===== config.mk =====
export PLATFORM = sky130hd
export DESIGN_NAME = rv_seq_ctrl
export DESIGN_NICKNAME = d
export VERILOG_FILES = /design/src/rtl/rv_pkg.sv /design/src/rtl/rv_perf_counter.sv /design/src/rtl/rv_seq_ctrl.sv
export SDC_FILE = /design/constraint.sdc
export NUM_CORES = 1
export LEC_CHECK = 0
export BUFFER_PORTS_ARGS = -buffer_cell sky130_fd_sc_hd__buf_2
export CAP_MARGIN = 20
export CORE_UTILIZATION = 50
export DETAILED_ROUTE_END_ITERATION = 7
export HOLD_SLACK_MARGIN = 0.05
export PLACE_DENSITY = 0.89
export REMOVE_ABC_BUFFERS = 1
export SETUP_SLACK_MARGIN = 0.15
export SLEW_MARGIN = 20
export SYNTH_ARGS = -nofsm -noshare
export SYNTH_HDL_FRONTEND = slang
export SYNTH_HIERARCHICAL = 1
export SYNTH_SLANG_ARGS = --single-unit

===== constraint.sdc =====
create_clock -name i_clk -period 4.9 [get_ports i_clk]
set_clock_uncertainty 0.1 [all_clocks]
set_input_delay 0.49 -clock i_clk [delete_from_list [all_inputs] [get_ports i_clk]]
set_output_delay 0.49 -clock i_clk [all_outputs]
set_load 0.05 [all_outputs]

===== src/rtl/rv_pkg.sv =====
// Shared types and constants for the RV32IM instruction sequencer.
package rv_pkg;

  typedef enum logic [2:0] {
    ST_IDLE,
    ST_FETCH,
    ST_DECODE,
    ST_EXEC,
    ST_WB,
    ST_HALT,
    ST_TRAP
  } seq_state_t;

  typedef enum logic [1:0] {
    TRAP_ILLEGAL  = 2'd0,
    TRAP_MISALIGN = 2'd1,
    TRAP_TIMEOUT  = 2'd2,
    TRAP_FETCH    = 2'd3
  } trap_cause_t;

  localparam logic [31:0] INS_EBREAK = 32'h0010_0073;
  localparam logic [31:0] INS_ZERO   = 32'h0000_0000;

  localparam int RD_LSB = 7;
  localparam int RD_MSB = 11;

endpackage


===== src/rtl/rv_perf_counter.sv =====
// Free-running performance counter with enable and synchronous clear.
module rv_perf_counter #(
  parameter int WIDTH = 32
) (
  input  logic             i_clk,
  input  logic             i_rst,
  input  logic             i_en,
  input  logic             i_clr,
  output logic [WIDTH-1:0] o_count
);

  logic [WIDTH-1:0] r_count;

  // Count up on enable and wrap naturally at 2**WIDTH; clear takes priority.
  always_ff @(posedge i_clk or posedge i_rst) begin
    if (i_rst) begin
      r_count <= '0;
    end else if (i_clr) begin
      r_count <= '0;
    end else if (i_en) begin
      r_count <= r_count + WIDTH'(1);
    end
  end

  assign o_count = r_count;

endmodule


===== src/rtl/rv_seq_ctrl.sv =====
// Multi-cycle instruction sequencer: owns the PC, fetches from a synchronous
// imem, hands each instruction to a variable-latency execute unit through a
// start/done handshake, gates write-back and reports halt/trap status.
// Optional performance counters are built when RV_SEQ_PERF_EN is defined.
module rv_seq_ctrl
  import rv_pkg::*;
#(
  parameter int              XLEN       = 32,
  parameter int              IMEM_AW    = 5,
  parameter logic [XLEN-1:0] RESET_PC   = '0,
  parameter int              EX_TIMEOUT = 64
) (
  input  logic               i_clk,
  input  logic               i_rst,
  input  logic               i_run,
  output logic               o_imem_en,
  output logic [IMEM_AW-1:0] o_imem_addr,
  input  logic [31:0]        i_imem_rdata,
  output logic [31:0]        o_ins,
  output logic [XLEN-1:0]    o_pc,
  output logic               o_ex_start,
  input  logic               i_ex_done,
  input  logic               i_ex_redirect,
  input  logic [XLEN-1:0]    i_ex_target,
  input  logic               i_regwen_dec,
  output logic               o_regwen,
  output logic               o_retired,
  output logic               o_halted,
  output logic               o_trap,
  output logic [1:0]         o_trap_cause,
  output logic [31:0]        o_cycle_cnt,
  output logic [31:0]        o_instret_cnt
);

  localparam int              CNT_W    = $clog2(EX_TIMEOUT + 1);
  localparam logic [CNT_W-1:0] CNT_LAST = CNT_W'(EX_TIMEOUT - 1);

  seq_state_t       r_state;
  logic [XLEN-1:0]  r_pc;
  logic [XLEN-1:0]  r_target;
  logic [31:0]      r_ins;
  logic             r_redirect;
  logic             r_exStart;
  logic             r_regwen;
  logic             r_retired;
  logic             r_halted;
  logic             r_trap;
  trap_cause_t      r_trapCause;
  logic [CNT_W-1:0] r_waitCnt;

  logic w_pcInRange;
  logic w_doneMisaligned;
  logic w_wbMisaligned;

  // A PC beyond the imem depth would silently alias, so fetch checks the high bits.
  assign w_pcInRange      = ((r_pc >> (IMEM_AW + 2)) == '0);
  assign w_doneMisaligned = i_ex_redirect && (i_ex_target[1:0] != 2'b00);
  assign w_wbMisaligned   = r_redirect && (r_target[1:0] != 2'b00);

  // Sequencer FSM: every status output is a register updated on the transition.
  always_ff @(posedge i_clk or posedge i_rst) begin
    if (i_rst) begin
      r_state     <= ST_IDLE;
      r_pc        <= RESET_PC;
      r_target    <= '0;
      r_ins       <= '0;
      r_redirect  <= 1'b0;
      r_exStart   <= 1'b0;
      r_regwen    <= 1'b0;
      r_retired   <= 1'b0;
      r_halted    <= 1'b0;
      r_trap      <= 1'b0;
      r_trapCause <= TRAP_ILLEGAL;
      r_waitCnt   <= '0;
    end else begin
      r_exStart <= 1'b0;
      r_regwen  <= 1'b0;
      r_retired <= 1'b0;
      case (r_state)
        ST_IDLE: begin
          if (i_run) begin
            r_state <= ST_FETCH;
          end
        end
        ST_FETCH: begin
          if (!w_pcInRange) begin
            r_trap      <= 1'b1;
            r_trapCause <= TRAP_FETCH;
            r_state     <= ST_TRAP;
          end else begin
            r_state <= ST_DECODE;
          end
        end
        ST_DECODE: begin
          r_ins <= i_imem_rdata;
          if (i_imem_rdata == INS_EBREAK) begin
            r_halted <= 1'b1;
            r_state  <= ST_HALT;
          end else if (i_imem_rdata == INS_ZERO) begin
            r_trap      <= 1'b1;
            r_trapCause <= TRAP_ILLEGAL;
            r_state     <= ST_TRAP;
          end else begin
            r_exStart <= 1'b1;
            r_waitCnt <= '0;
            r_state   <= ST_EXEC;
          end
        end
        ST_EXEC: begin
          if (i_ex_done) begin
            r_redirect <= i_ex_redirect;
            r_target   <= i_ex_target;
            r_state    <= ST_WB;
            if (!w_doneMisaligned) begin
              r_regwen  <= i_regwen_dec && (r_ins[RD_MSB:RD_LSB] != 5'd0);
              r_retired <= 1'b1;
            end
          end else if (r_waitCnt == CNT_LAST) begin
            r_trap      <= 1'b1;
            r_trapCause <= TRAP_TIMEOUT;
            r_state     <= ST_TRAP;
          end else begin
            r_waitCnt <= r_waitCnt + CNT_W'(1);
          end
        end
        ST_WB: begin
          if (w_wbMisaligned) begin
            r_trap      <= 1'b1;
            r_trapCause <= TRAP_MISALIGN;
            r_state     <= ST_TRAP;
          end else begin
            r_pc    <= r_redirect ? r_target : (r_pc + XLEN'(4));
            r_state <= i_run ? ST_FETCH : ST_IDLE;
          end
        end
        ST_HALT: begin
          r_state <= ST_HALT;
        end
        ST_TRAP: begin
          r_state <= ST_TRAP;
        end
        default: begin
          r_state <= ST_IDLE;
        end
      endcase
    end
  end

  assign o_imem_en    = (r_state == ST_FETCH) && w_pcInRange;
  assign o_imem_addr  = r_pc[IMEM_AW+1:2];
  assign o_ins        = r_ins;
  assign o_pc         = r_pc;
  assign o_ex_start   = r_exStart;
  assign o_regwen     = r_regwen;
  assign o_retired    = r_retired;
  assign o_halted     = r_halted;
  assign o_trap       = r_trap;
  assign o_trap_cause = r_trapCause;

`ifdef RV_SEQ_PERF_EN
  logic w_countEn;

  assign w_countEn = (r_state != ST_HALT) && (r_state != ST_TRAP);

  rv_perf_counter #(.WIDTH(32)) u_cycleCnt (
    .i_clk   (i_clk),
    .i_rst   (i_rst),
    .i_en    (w_countEn),
    .i_clr   (1'b0),
    .o_count (o_cycle_cnt)
  );

  rv_perf_counter #(.WIDTH(32)) u_instretCnt (
    .i_clk   (i_clk),
    .i_rst   (i_rst),
    .i_en    (r_retired && w_countEn),
    .i_clr   (1'b0),
    .o_count (o_instret_cnt)
  );
`else
  assign o_cycle_cnt   = 32'd0;
  assign o_instret_cnt = 32'd0;
`endif

endmodule


Word-level counts from Yosys, hierarchy flattened --
Cells that the tools add are included.
Cells by class: $add $sub $neg 2, eq/ne operators 18, multiplexer cells 38, bitwise logic cells 1, reductions and logical operators 18
Operators by type and width (number):
- $logic_not 32->1 | 2
- $add 32x3->32 const B | 1
- $eq 32x21->1 const B | 1
- $mux 32 | 1
- $mux 7 | 4
- $mux 3 | 7
- $pmux 3 s7 | 1
- $ne 2x2->1 const B | 9
- $mux 1 | 16
- $pmux 7 s2 | 1
- $mux 2 | 6
- $eq 3x3->1 const B | 3
- $pmux 2 s4 | 1
- $reduce_and 2->1 | 4
- $add 7x1->7 const B | 1
- $eq 7x6->1 const B | 1
- $reduce_and 7->1 | 1
- $eq 3x2->1 const B | 2
- $reduce_bool 2->1 | 3
- $reduce_and 5->1 | 1
- $reduce_bool 5->1 | 1
- $logic_and 1x1->1 | 4
- $pmux 1 s4 | 1
- $reduce_bool 4->1 | 1
- 4 further kinds | 4
Word-level totals: register bits 114, output and inout port bits 141, word-level logic and storage cells 89

Depth between registers and ports, before layout --
Gate-level depths: netlist (run 1).
depth after elaboration 5, depth in mapped cells 8

Worst setup path after synthesis (run 1) --
No wires, ideal clock.
kind register -> output, from register r_pc[9], in the netlist o_pc[9], to output port o_imem_en, arrival time 1.879 ns, data required time 4.310 ns, slack 2.431 ns, cell stages (with the launch flop) 6, buffers on the path 1, cells stage by stage dfrtp_1 -> buf_2 -> nor4_1 -> nand4_1 -> nor3_1 -> and3_1
Between the ends: cells in the longest elaborated chain, start to end 2
Ends and longest elaborated chain:
- start: declaration | line rv_seq_ctrl.sv:39 | logic [XLEN-1:0] r_pc;
- start signal: assignment | line rv_seq_ctrl.sv:132 | r_pc <= r_redirect ? r_target : (r_pc + XLEN'(4));
- $logic_not 32->1 | line rv_seq_ctrl.sv:56 | assign w_pcInRange = ((r_pc >> (IMEM_AW + 2)) == '0);
- $logic_and 1x1->1 | line rv_seq_ctrl.sv:149 | assign o_imem_en = (r_state == ST_FETCH) && w_pcInRange;
- end: declaration | line rv_seq_ctrl.sv:16 | output logic o_imem_en,
Every way passes these cells.

Worst setup path in the final report (run 1) --
from register r_redirect, to register r_pc[15], in the netlist o_pc[15]
Between the ends: cells in the longest elaborated chain, start to end 3
Ends and longest elaborated chain:
- start: declaration | line rv_seq_ctrl.sv:42 | logic r_redirect;
- start signal: assignment | line rv_seq_ctrl.sv:111 | r_redirect <= i_ex_redirect;
- $logic_and 1x1->1 | line rv_seq_ctrl.sv:58 | assign w_wbMisaligned = r_redirect && (r_target[1:0] != 2'b00);
- $not 1->1 (no source line)
- $reduce_and 2->1 (no source line)
Several ways; a longest one is shown, not always the timed one. A chain may end at the register's enable or synchronous reset.

==> results.md, run 1 <==
* Outcome: finished, violations left
* Failing checks: design-rule violations
* Final Hold Fails at 0
* Ports at 211
* Tmin final at 3140 ps
* VDD IR max at 471 uV
* Row count at 39
* Post-DRT Antenna Nets at 0
* Vias in the first global route at 4,707
* CTS Root Cell: clkbuf_16
* Antenna cell count at 0
* Commonest non-fill, non-tap cell in the layout: buf_2
* Largest stage delay on the critical path at 760 ps
* Post-CTS Hold Buffers at 0
* Synth Instances at 566
* Commonest non-fill, non-tap cells in the layout: buf_2 (146), dfrtp_1 (114), mux2_2 (65)
* Final WL at 14,400 um
* Slew headroom at 0.303
* DRT iter0 DRCs at 337
* Critical-path cell list: o21ai_1 -> and2_1 -> nand2_1 -> o22ai_1 -> a21oi_1
* Critical Path AT at 3300 ps
* Wire per inst at 16.8 um
* Filler instances at 938
* Clk_lat worst skew at 410 ps
* Die Span Y at 111 um
* Largest net degree at the start of global routing at 78
* Worst Setup Path Type: reg2reg
* Clk buf depth at 2
* Non-filler cells in the finished layout at 859
* Leak Pwr at 3.35 nW
* Top delay family on crit path: simple AND/OR/NAND/NOR gates
* DR vias/cell at 5.68
* Dpl cells at 827
* Post-synth top area cell: dfrtp_1
* Die area at 12,400 um^2
* Netlist cell types at 54
* Final setup fails at 0
* Min-Delay Path Class: in2async
* CTS Buf Count at 17
* Endpoint class of the critical path: flip-flop
* DIE WIDTH at 111 um
* Seq cells post-synth at 114
* CTS sink count at 114
* Final #Nets at 775
* FFs w/ async S/R, synth at 1.00
* Period Utilization, post-route at 0.641
* Gr usage total at 0.241
* Post-synth EDFFs at 0
* Average cell area after synthesis at 10.6 um^2
* Synth top area share at 0.477
* Data required, critical path at 5060 ps
* Max Fclk at 318 MHz
* Util after Layout at 0.621
* P&R area growth vs syn at 19.5%
* Layout cell share with drive strength beyond 1 at 0.365
* Total grt overflow at 0
* Critical path buffer and inverter count at 0
* Final TNS setup at 0 ps
* CTS tree: built
* Post-layout power at 5.28 mW
* # Post-CTS Setup Buffers at 0
* Mapped Area at 5980 um^2
* DP HPWL at 9900 um
* Ranking of synthesized cells by area: dfrtp_1 (48%), mux2_2 (12%), buf_4 (8.8%)
* Crit start category: flip-flop
* First-pass GRT wire length at 23,400 um
* Number of antenna violations at the first check in global routing at 0
* Post_cts resized at 0
* Slew Viols, Final at 0
* Reg clk slew, reported paths at 60 ps
* IO Port Bufs at 146
* Pwr/cell area at 738 nW/um^2
* Via count at 4,881
* GPL Wtd Cong at 0.851
* Register area share after synthesis at 0.477
* Core ar. at 11,500 um^2
* Actual slew at the worst max-slew pin at 1050 ps
* Post-synth top flop: dfrtp_1
* DRC at 40
* Initial DRT Pass Iterations at 7
* Htree depth at 4
* Synth warn at 6
* Max Cap Viol at 0
* RSZ-0062 raised after global routing: no
* Initial Util at 0.519
* Critical path's slowest cell: dfrtp_1
* Crit-path max FO at 33
## worst register-to-register path, cell delays in order (launching register included)
cell	delay [ps]
dfrtp_1	760
o21ai_1	450
and2_1	760
nand2_1	520
o22ai_1	320
a21oi_1	80
## power by group
| part | internal [mW] | switching, mW | total (mW) | leakage (nW) |
|---|---|---|---|---|
| combinational | 0.733 | 1.57 | 2.30 | 1.72 |
| sequential | 1.33 | 0.412 | 1.74 | 1.34 |
| clock | 0.783 | 0.453 | 1.24 | 0.291 |
## area by class of cell
cell class | count | area, um^2 | share of cell area
clock inverter | 13 | 150 | 0.0210
sequential | 114 | 2850 | 0.399
multi-input combinational | 407 | 2690 | 0.376
inverter | 10 | 40.0 | 0.00560
timing repair buffer | 153 | 787 | 0.110
clock buffer | 19 | 453 | 0.0634
tap | 143 | 179 | 0.0250
## final timing paths
check	end	slack, ps	startpoint	cells past startpoint
setup reg to reg	o_pc[15]$_DFFE_PP0P_	1760	r_redirect$_DFFE_PP0P_	5
min in group i_clk	r_target[5]$_DFFE_PP0P_	210	i_ex_target[5]	2
setup / recovery	o_pc[15]$_DFFE_PP0P_	1760	r_redirect$_DFFE_PP0P_	5
hold reg to reg	o_halted$_DFFE_PP0P_	360	o_halted$_DFFE_PP0P_	1
hold / removal	o_ins[25]$_DFFE_PP0P_	180	i_rst	2
max in group asynchronous	o_pc[21]$_DFFE_PP0P_	3450	i_rst	3
## stage by stage
stage / setup WS, ps / instance area, um^2 / hold slack, ps
final: 1760 / 7150 / 179
after floorplan: 1290 / 5570 / 364
after global routing: 1540 / 7150 / 195
after CTS: 1760 / 7150 / 198
after detailed placement: 1810 / 6540 / 349
after global placement: 1910 / 6530 / 334
## Yosys cell counts, types with 2 or more instances
library cell  count
nand2_1          33
nor3_1           15
clkbuf_1         14
nor3b_1           2
a31oi_1           3
o22ai_1          11
buf_4            70
o221a_2           2
or4_1             2
a221o_1           8
nand3_1          26
and2_1            5
a21o_1            4
and3_1            8
nor2b_1           6
nand2b_1          2
o31ai_1           2
mux2i_1          12
dfrtp_1         114
buf_2            14
inv_1            10
and4_1            2
nor4_1           18
nor2_1           18
a22oi_1           9
mux2_2           65
or3_1            10
a21oi_1          20
or2_2             3
ha_1              2
o211ai_1          3
a311oi_1          2
o21ai_0          16
a211oi_1          2
nand4_1          14
## layer usage
layer	share of wire	GRT usage
met1	0.41	0.301
met2	0.49	0.390
met3	0.074	0.0675
met4	0.025	0.113
met5	0	0
## cells by family after synthesis
family | after synthesis | synth area share
other | 1 | 0.000627
buffers and inverters | 108 | 0.115
DFF | 114 | 0.477
AOI/OAI and AO/OA | 92 | 0.104
adders and majority gates | 2 | 0.00418
and+or+nand+nor | 172 | 0.157
muxes | 77 | 0.142
## registers in the layout, indices dropped and copies added, names as in the netlist
name,flops
o_ex_start,1
o_halted,1
o_ins,32
o_pc,32
o_regwen,1
o_retired,1
o_trap,1
o_trap_cause,2
r_redirect,1
r_state,3
r_target,32
r_waitCnt,7
Power figures use the tool's default switching activity.
==> run 2: changes to the inputs <==
- CORE_UTILIZATION: 50 -> 46
- PLACE_DENSITY: 0.89 -> 0.87
- clock period: 4.9 -> 2.7 ns (I/O delays scaled with it)
==> results.md, run 2 (synthesis results as in run 1) <==
* Total grt overflow at 0 (unchanged)
* GPL Wtd Cong at 0.882 (+3.7%)
* DRC at 0 (-100%)
* CTS Buf Count at 17 (unchanged)
* Htree depth at 4 (unchanged)
* Leak Pwr at 3.66 nW (+9.4%)
* Layout cell share with drive strength beyond 1 at 0.348 (-0.0165)
* Final TNS setup at 0 ps (unchanged)
* RR Startpoint: r_waitCnt[1]$_DFFE_PP0P_
* First-pass GRT wire length at 25,400 um (+8.5%)
* Post-layout power at 9.52 mW (+81%)
* Outcome: complete, no violations
* Fin worst setup slack at 228 ps (-1530 ps)
* Worst hold slack at 117 ps (-62.3 ps)
* Top delay family on crit path: simple AND/OR/NAND/NOR gates
* Via count at 5,294 (+8.5%)
* Reg2Reg Depth at 6 (+1)
* Largest net degree at the start of global routing at 61 (-22%)
* Antenna cell count at 0 (unchanged)
* Initial Util at 0.472 (-0.0473)
* Ports at 211 (unchanged)
* Commonest non-fill, non-tap cell in the layout: buf_2
* FF+latch area at 2860 um^2 (about the same)
* Tmin final at 2470 ps
* Endpoint class of the critical path: primary output
* Initial DRT Pass Iterations at 7 (unchanged)
* Crit start category: flip-flop
* Met3 Use GR at 0.0732 (+0.00572)
* Global routing met1 resource utilization at 0.299 (-0.00227)
* Hold path startpoint: i_ex_done
* VDD IR max at 819 uV (+74%)
* Largest stage delay on the critical path at 590 ps (-170 ps)
* Data required, critical path at 2330 ps (-2730 ps)
* Core ar. at 12,700 um^2 (+10%)
* Actual slew at the worst max-slew pin at 1100 ps (+51.0 ps)
* Final #Nets at 852 (+9.9%)
* Min-Delay Path Class: in2reg
* Crit-path max FO at 7 (-79%)
* DR vias/cell at 5.49 (-3.5%)
* P&R area growth vs syn at 32.4%
* Post-DRT Antenna Nets at 0 (unchanged)
* CTS tree: built
* Dpl cells at 865 (+4.6%)
* Vias in the first global route at 5,097 (+8.3%)
* Slew Viols, Final at 0 (unchanged)
* Multi-input gate area at 2710 um^2 (+0.84%)
* Pwr/cell area at 1200 nW/um^2 (+63%)
* Die Span Y at 116 um (+4.2%)
* Wire per inst at 16.8 um (about the same)
* Clk buf depth at 2 (unchanged)
* Die area at 13,500 um^2 (+8.5%)
* Met2 usage at 0.401 (+0.0112)
* Final WL at 16,200 um (+12%)
* Worst Hold Path EP: o_retired$_DFF_PP0_
* Row count at 41 (+5.1%)
* Critical Path AT at 2100 ps (-1200 ps)
* IO Port Bufs at 146 (unchanged)
* Reg-to-Reg End: r_waitCnt[5]$_DFFE_PP0P_
* Clk_lat worst skew at 420 ps (about the same)
* Hold path cells at 2
* Worst R2R Setup Slack at 360 ps (-1400 ps)
* Critical-path cell list: or4_4 -> nor3_4 -> and3_4 -> buf_6
* Filler instances at 971 (+3.5%)
* Critical path's slowest cell: or4_4
* DP HPWL at 10,300 um (+3.6%)
* RSZ-0062 raised after global routing: no
* DRT iter0 DRCs at 458 (+36%)
* Final Hold Fails at 0 (unchanged)
* Period Utilization, post-route at 0.915
* CTS Root Cell: clkbuf_16
* Dpl ws at 457 ps (-1350 ps)
* Number of antenna violations at the first check in global routing at 0 (unchanged)
* Slew headroom at 0.258 (-0.0455)
* Commonest non-fill, non-tap cells in the layout: buf_2 (145), dfrtp_1 (112), dlygate4sd3_1 (67)
* Top Usage Layer GRT: met2
* Max Fclk at 405 MHz
* Max Cap Viol at 0 (unchanged)
* CTS sink count at 114 (unchanged)
* DIE WIDTH at 116 um (+4.2%)
* Worst Setup Path Type: reg2out
* Critical path buffer and inverter count at 1 (+1)
* Gr usage total at 0.249 (+0.00804)
* Non-filler cells in the finished layout at 965 (+12%)
* Reg clk slew, reported paths at 60 ps (about the same)
* Final setup fails at 0 (unchanged)
[run 2: how the worst max path moves through the flow]
stage / from / slack [ps] / end / depth (start not counted)
after detailed placement: r_state[2]$_DFFE_PP0P_ / 460 / r_waitCnt[5]$_DFFE_PP0P_ / 5
after floorplan: i_rst / -690 / o_ex_start$_DFF_PP0_ / 1
after global routing: o_pc[12]$_DFFE_PP0P_ / 170 / o_imem_en / 5
after CTS: r_state[2]$_DFFE_PP0P_ / 170 / o_imem_en / 5
after global placement: r_state[2]$_DFFE_PP0P_ / 520 / o_imem_en / 5
final: o_pc[20]$_DFFE_PP0P_ / 230 / o_imem_en / 4
[run 2: area by class of cell]
class | count | area share
clock inverters | 15 | 0.0144
multi-input cells | 407 | 0.342
repair buffers | 230 | 0.197
well taps | 172 | 0.0272
flip-flops and latches | 114 | 0.361
clock buffers | 17 | 0.0537
inverters | 10 | 0.00506
[run 2: timing repair]
item                                    4_1_cts  5_1_grt
pin swaps                                     0        2
setup buffers                                 0        1
gates resized for setup                       3        5
hold buffers                                 67        0
endpoints found under the hold margin       123        0
endpoints found under the setup margin        1        1
[run 2: where the power goes]
| group | switching [mW] | total, mW | internal, mW |
|---|---|---|---|
| logic | 3.03 | 4.47 | 1.44 |
| registers | 0.640 | 3.05 | 2.41 |
| clock network | 0.832 | 2.00 | 1.17 |
[run 2: per-layer routing]
metal	vias to the layer above	share of wire
met2	325	0.49
met1	2519	0.38
li1	2376	-
met4	0	0.047
met3	74	0.078
met5	-	0
[run 2: per-stage QoR]
stage | utilization | instance area [um^2]
floorplan | - | 5570
global placement | 0.526 | 6670
detailed placement | 0.526 | 6670
CTS | 0.623 | 7890
global route | 0.625 | 7920
finish | 0.625 | 7920
==> run 3: changes to the inputs <==
- ABC_AREA: unset -> 1
- CORE_UTILIZATION: 46 -> 47
- PLACE_DENSITY: 0.87 -> 0.86
==> results.md, run 3 <==
* Outcome: complete, no violations
* Synth top area share at 0.426 (-0.0509)
* CTS Root Cell: clkbuf_16
* Clk buf depth at 2 (unchanged)
* Average cell area after synthesis at 7.79 um^2 (-26%)
* Mapped Area at 6700 um^2 (+12%)
* Non-filler cells in the finished layout at 1,255 (+30%)
* Min-Delay Path Class: in2reg
* Synth warn at 6 (unchanged)
* Htree depth at 4 (unchanged)
* Seq cells post-synth at 114 (unchanged)
* Util after Layout at 0.615 (-0.00958)
* CTS sink count at 114 (unchanged)
* Data required, critical path at 2330 ps (about the same)
* Leak Pwr at 4.52 nW (+24%)
* Critical Path AT at 1940 ps (-160 ps)
* Crit start category: flip-flop
* DRC at 0 (unchanged)
* Antenna cell count at 0 (unchanged)
* Row count at 43 (+4.9%)
* Commonest non-fill, non-tap cells in the layout: nand2_1 (246), buf_2 (146), dfrtp_1 (114)
* Tmin final at 2310 ps (-157 ps)
* Clk_lat worst skew at 420 ps (about the same)
* Wire per inst at 14.7 um (-13%)
* P&R area growth vs syn at 27.6%
* IO Port Bufs at 146 (unchanged)
* Final TNS setup at 0 ps (unchanged)
* Netlist cell types at 37 (-31%)
* Final #Nets at 1,135 (+33%)
* Layout cell share with drive strength beyond 1 at 0.230 (-0.118)
* CTS tree: built
* First-pass GRT wire length at 29,800 um (+17%)
* Max Cap Viol at 0 (unchanged)
* Crit-path max FO at 4 (-3)
* Final WL at 18,400 um (+14%)
* Total grt overflow at 0 (unchanged)
* CTS Buf Count at 17 (unchanged)
* DIE WIDTH at 121 um (+4.6%)
* Post-DRT Antenna Nets at 0 (unchanged)
* Register area share after synthesis at 0.426 (-0.0509)
* DR vias/cell at 4.98 (-9.2%)
* Synth top cells by count: nand2_1 (246), dfrtp_1 (114), nor2_1 (94)
* Ports at 211 (unchanged)
* Pwr/cell area at 1260 nW/um^2 (+5.0%)
* Worst R2R Setup Slack at 820 ps (+460 ps)
* Dpl cells at 1,164 (+35%)
* Filler instances at 1,160 (+19%)
* Commonest non-fill, non-tap cell in the layout: nand2_1
* FF+latch area at 2850 um^2 (about the same)
* Core ar. at 13,900 um^2 (+9.5%)
* Post-synth top area cell: dfrtp_1
* Max Fclk at 432 MHz (+6.8%)
* Post_cts resized at 0 (-3)
* Synth Instances at 859 (+52%)
* Via count at 6,249 (+18%)
* Initial Util at 0.482 (+0.0103)
* Post-synth top flop: dfrtp_1
* FFs w/ async S/R, synth at 1.00 (unchanged)
* Period Utilization, post-route at 0.857 (-0.0581)
* Die Span Y at 121 um (+4.6%)
* VDD IR max at 1030 uV (+26%)
* Final Hold Fails at 0 (unchanged)
* DRT iter0 DRCs at 432 (-5.7%)
* RSZ-0062 raised after global routing: no
* Gr usage total at 0.264 (+0.0154)
* Die area at 14,700 um^2 (+9.4%)
* Most frequent cell after synthesis: nand2_1
* Number of antenna violations at the first check in global routing at 0 (unchanged)
* Endpoint class of the critical path: primary output
* Worst Setup Path Type: reg2out
* Final setup fails at 0 (unchanged)
* Ranking of synthesized cells by area: dfrtp_1 (43%), nand2_1 (14%), buf_4 (7.7%)
* GPL Wtd Cong at 0.939 (+6.4%)
* Multi-input gate area at 3080 um^2 (+14%)
* DP HPWL at 12,600 um (+22%)
* Slew Viols, Final at 0 (unchanged)
* Reg clk slew, reported paths at 50 ps (about the same)
* Post-synth EDFFs at 0 (unchanged)
* Initial DRT Pass Iterations at 5 (-2)
* Largest net degree at the start of global routing at 58 (-4.9%)
* Vias in the first global route at 6,142 (+21%)
-- run 3: changes by cell type after synthesis, sizes merged, moves of 12 or more --
cell / delta
nor2: +86
inv: +82
mux2: -35
o21ai: +41
mux2i: -12
nand2: +217
nor4: -18
nand3: +13
-- run 3: cell type report --
type	count	area share
inverters	92	0.0407
clock buffers	22	0.0567
flip-flops and latches	114	0.334
well taps	180	0.0264
multi-input cells	623	0.360
repair buffers	215	0.167
clock inverters	9	0.0151
-- run 3: worst max-delay path, stage by stage (launching register included) --
cell	delay, ps
dfrtp_1	410
inv_1	130
nand2_1	60
nor3_1	200
nand2_1	100
nor2_1	120
nand3_1	170
inv_1	90
buf_2	260
-- run 3: cells by family (layout without fill, tap and decap cells) --
kind of cell               Yosys count  after routing  synth area share
DFF                                114            114             0.426
adders and majority gates            2              2           0.00374
muxes                               30             30            0.0673
other                                1             64          0.000560
xor gates and xnor gates             4              4           0.00523
AOI/OAI and AO/OA                   89             89            0.0710
buffers and inverters              185            338             0.150
and+or+nand+nor                    434            434             0.277
-- run 3: where the power goes --
group / total [mW] / switching, mW / leakage, nW / internal, mW
registers: 3.18 / 0.713 / 1.41 / 2.47
clock network: 2.33 / 0.791 / 0.298 / 1.54
logic: 5.28 / 3.79 / 2.81 / 1.49
total: 10.8 / 5.29 / 4.52 / 5.50
-- run 3: per-stage QoR --
step | instance area [um^2] | total power, mW | setup slack [ps] | hold slack, ps
after floorplan | 6280 | 6.98 | -686 | 287
after global placement | 7330 | 8.19 | 847 | 227
after detailed placement | 7330 | 8.31 | 815 | 225
after CTS | 8540 | 10.8 | 368 | 50.1
after global routing | 8540 | 11.4 | 214 | 69.6
final | 8540 | 10.8 | 385 | 65.4
-- run 3: layer usage --
| metal | wire (um) | track usage | up-vias |
|---|---|---|---|
| li1 | - | - | 2997 |
| met1 | 7380 | 0.312 | 2921 |
| met2 | 9080 | 0.452 | 301 |
| met3 | 1600 | 0.0841 | 30 |
| met4 | 340 | 0.0864 | 0 |
| met5 | 0 | 0 | - |
-- run 3: final timing paths --
path | endpoint | from | depth (start not counted)
setup / recovery | o_imem_en | o_pc[20]$_DFFE_PP0P_ | 8
hold / removal | o_ins[1]$_DFFE_PP0P_ | i_imem_rdata[1] | 3
setup reg to reg | o_ins[14]$_DFFE_PP0P_ | r_state[2]$_DFFE_PP0P_ | 7
hold reg to reg | o_ins[26]$_DFFE_PP0P_ | o_ins[26]$_DFFE_PP0P_ | 2
max in group asynchronous | r_target[22]$_DFFE_PP0P_ | i_rst | 4
min in group asynchronous | r_target[13]$_DFFE_PP0P_ | i_rst | 3
-- run 3: what timing repair did --
item | 4_1_cts | 5_1_grt
hold buffers | 60 | 0
endpoints found under the hold margin | 92 | 0
buffers inserted | 0 | 0
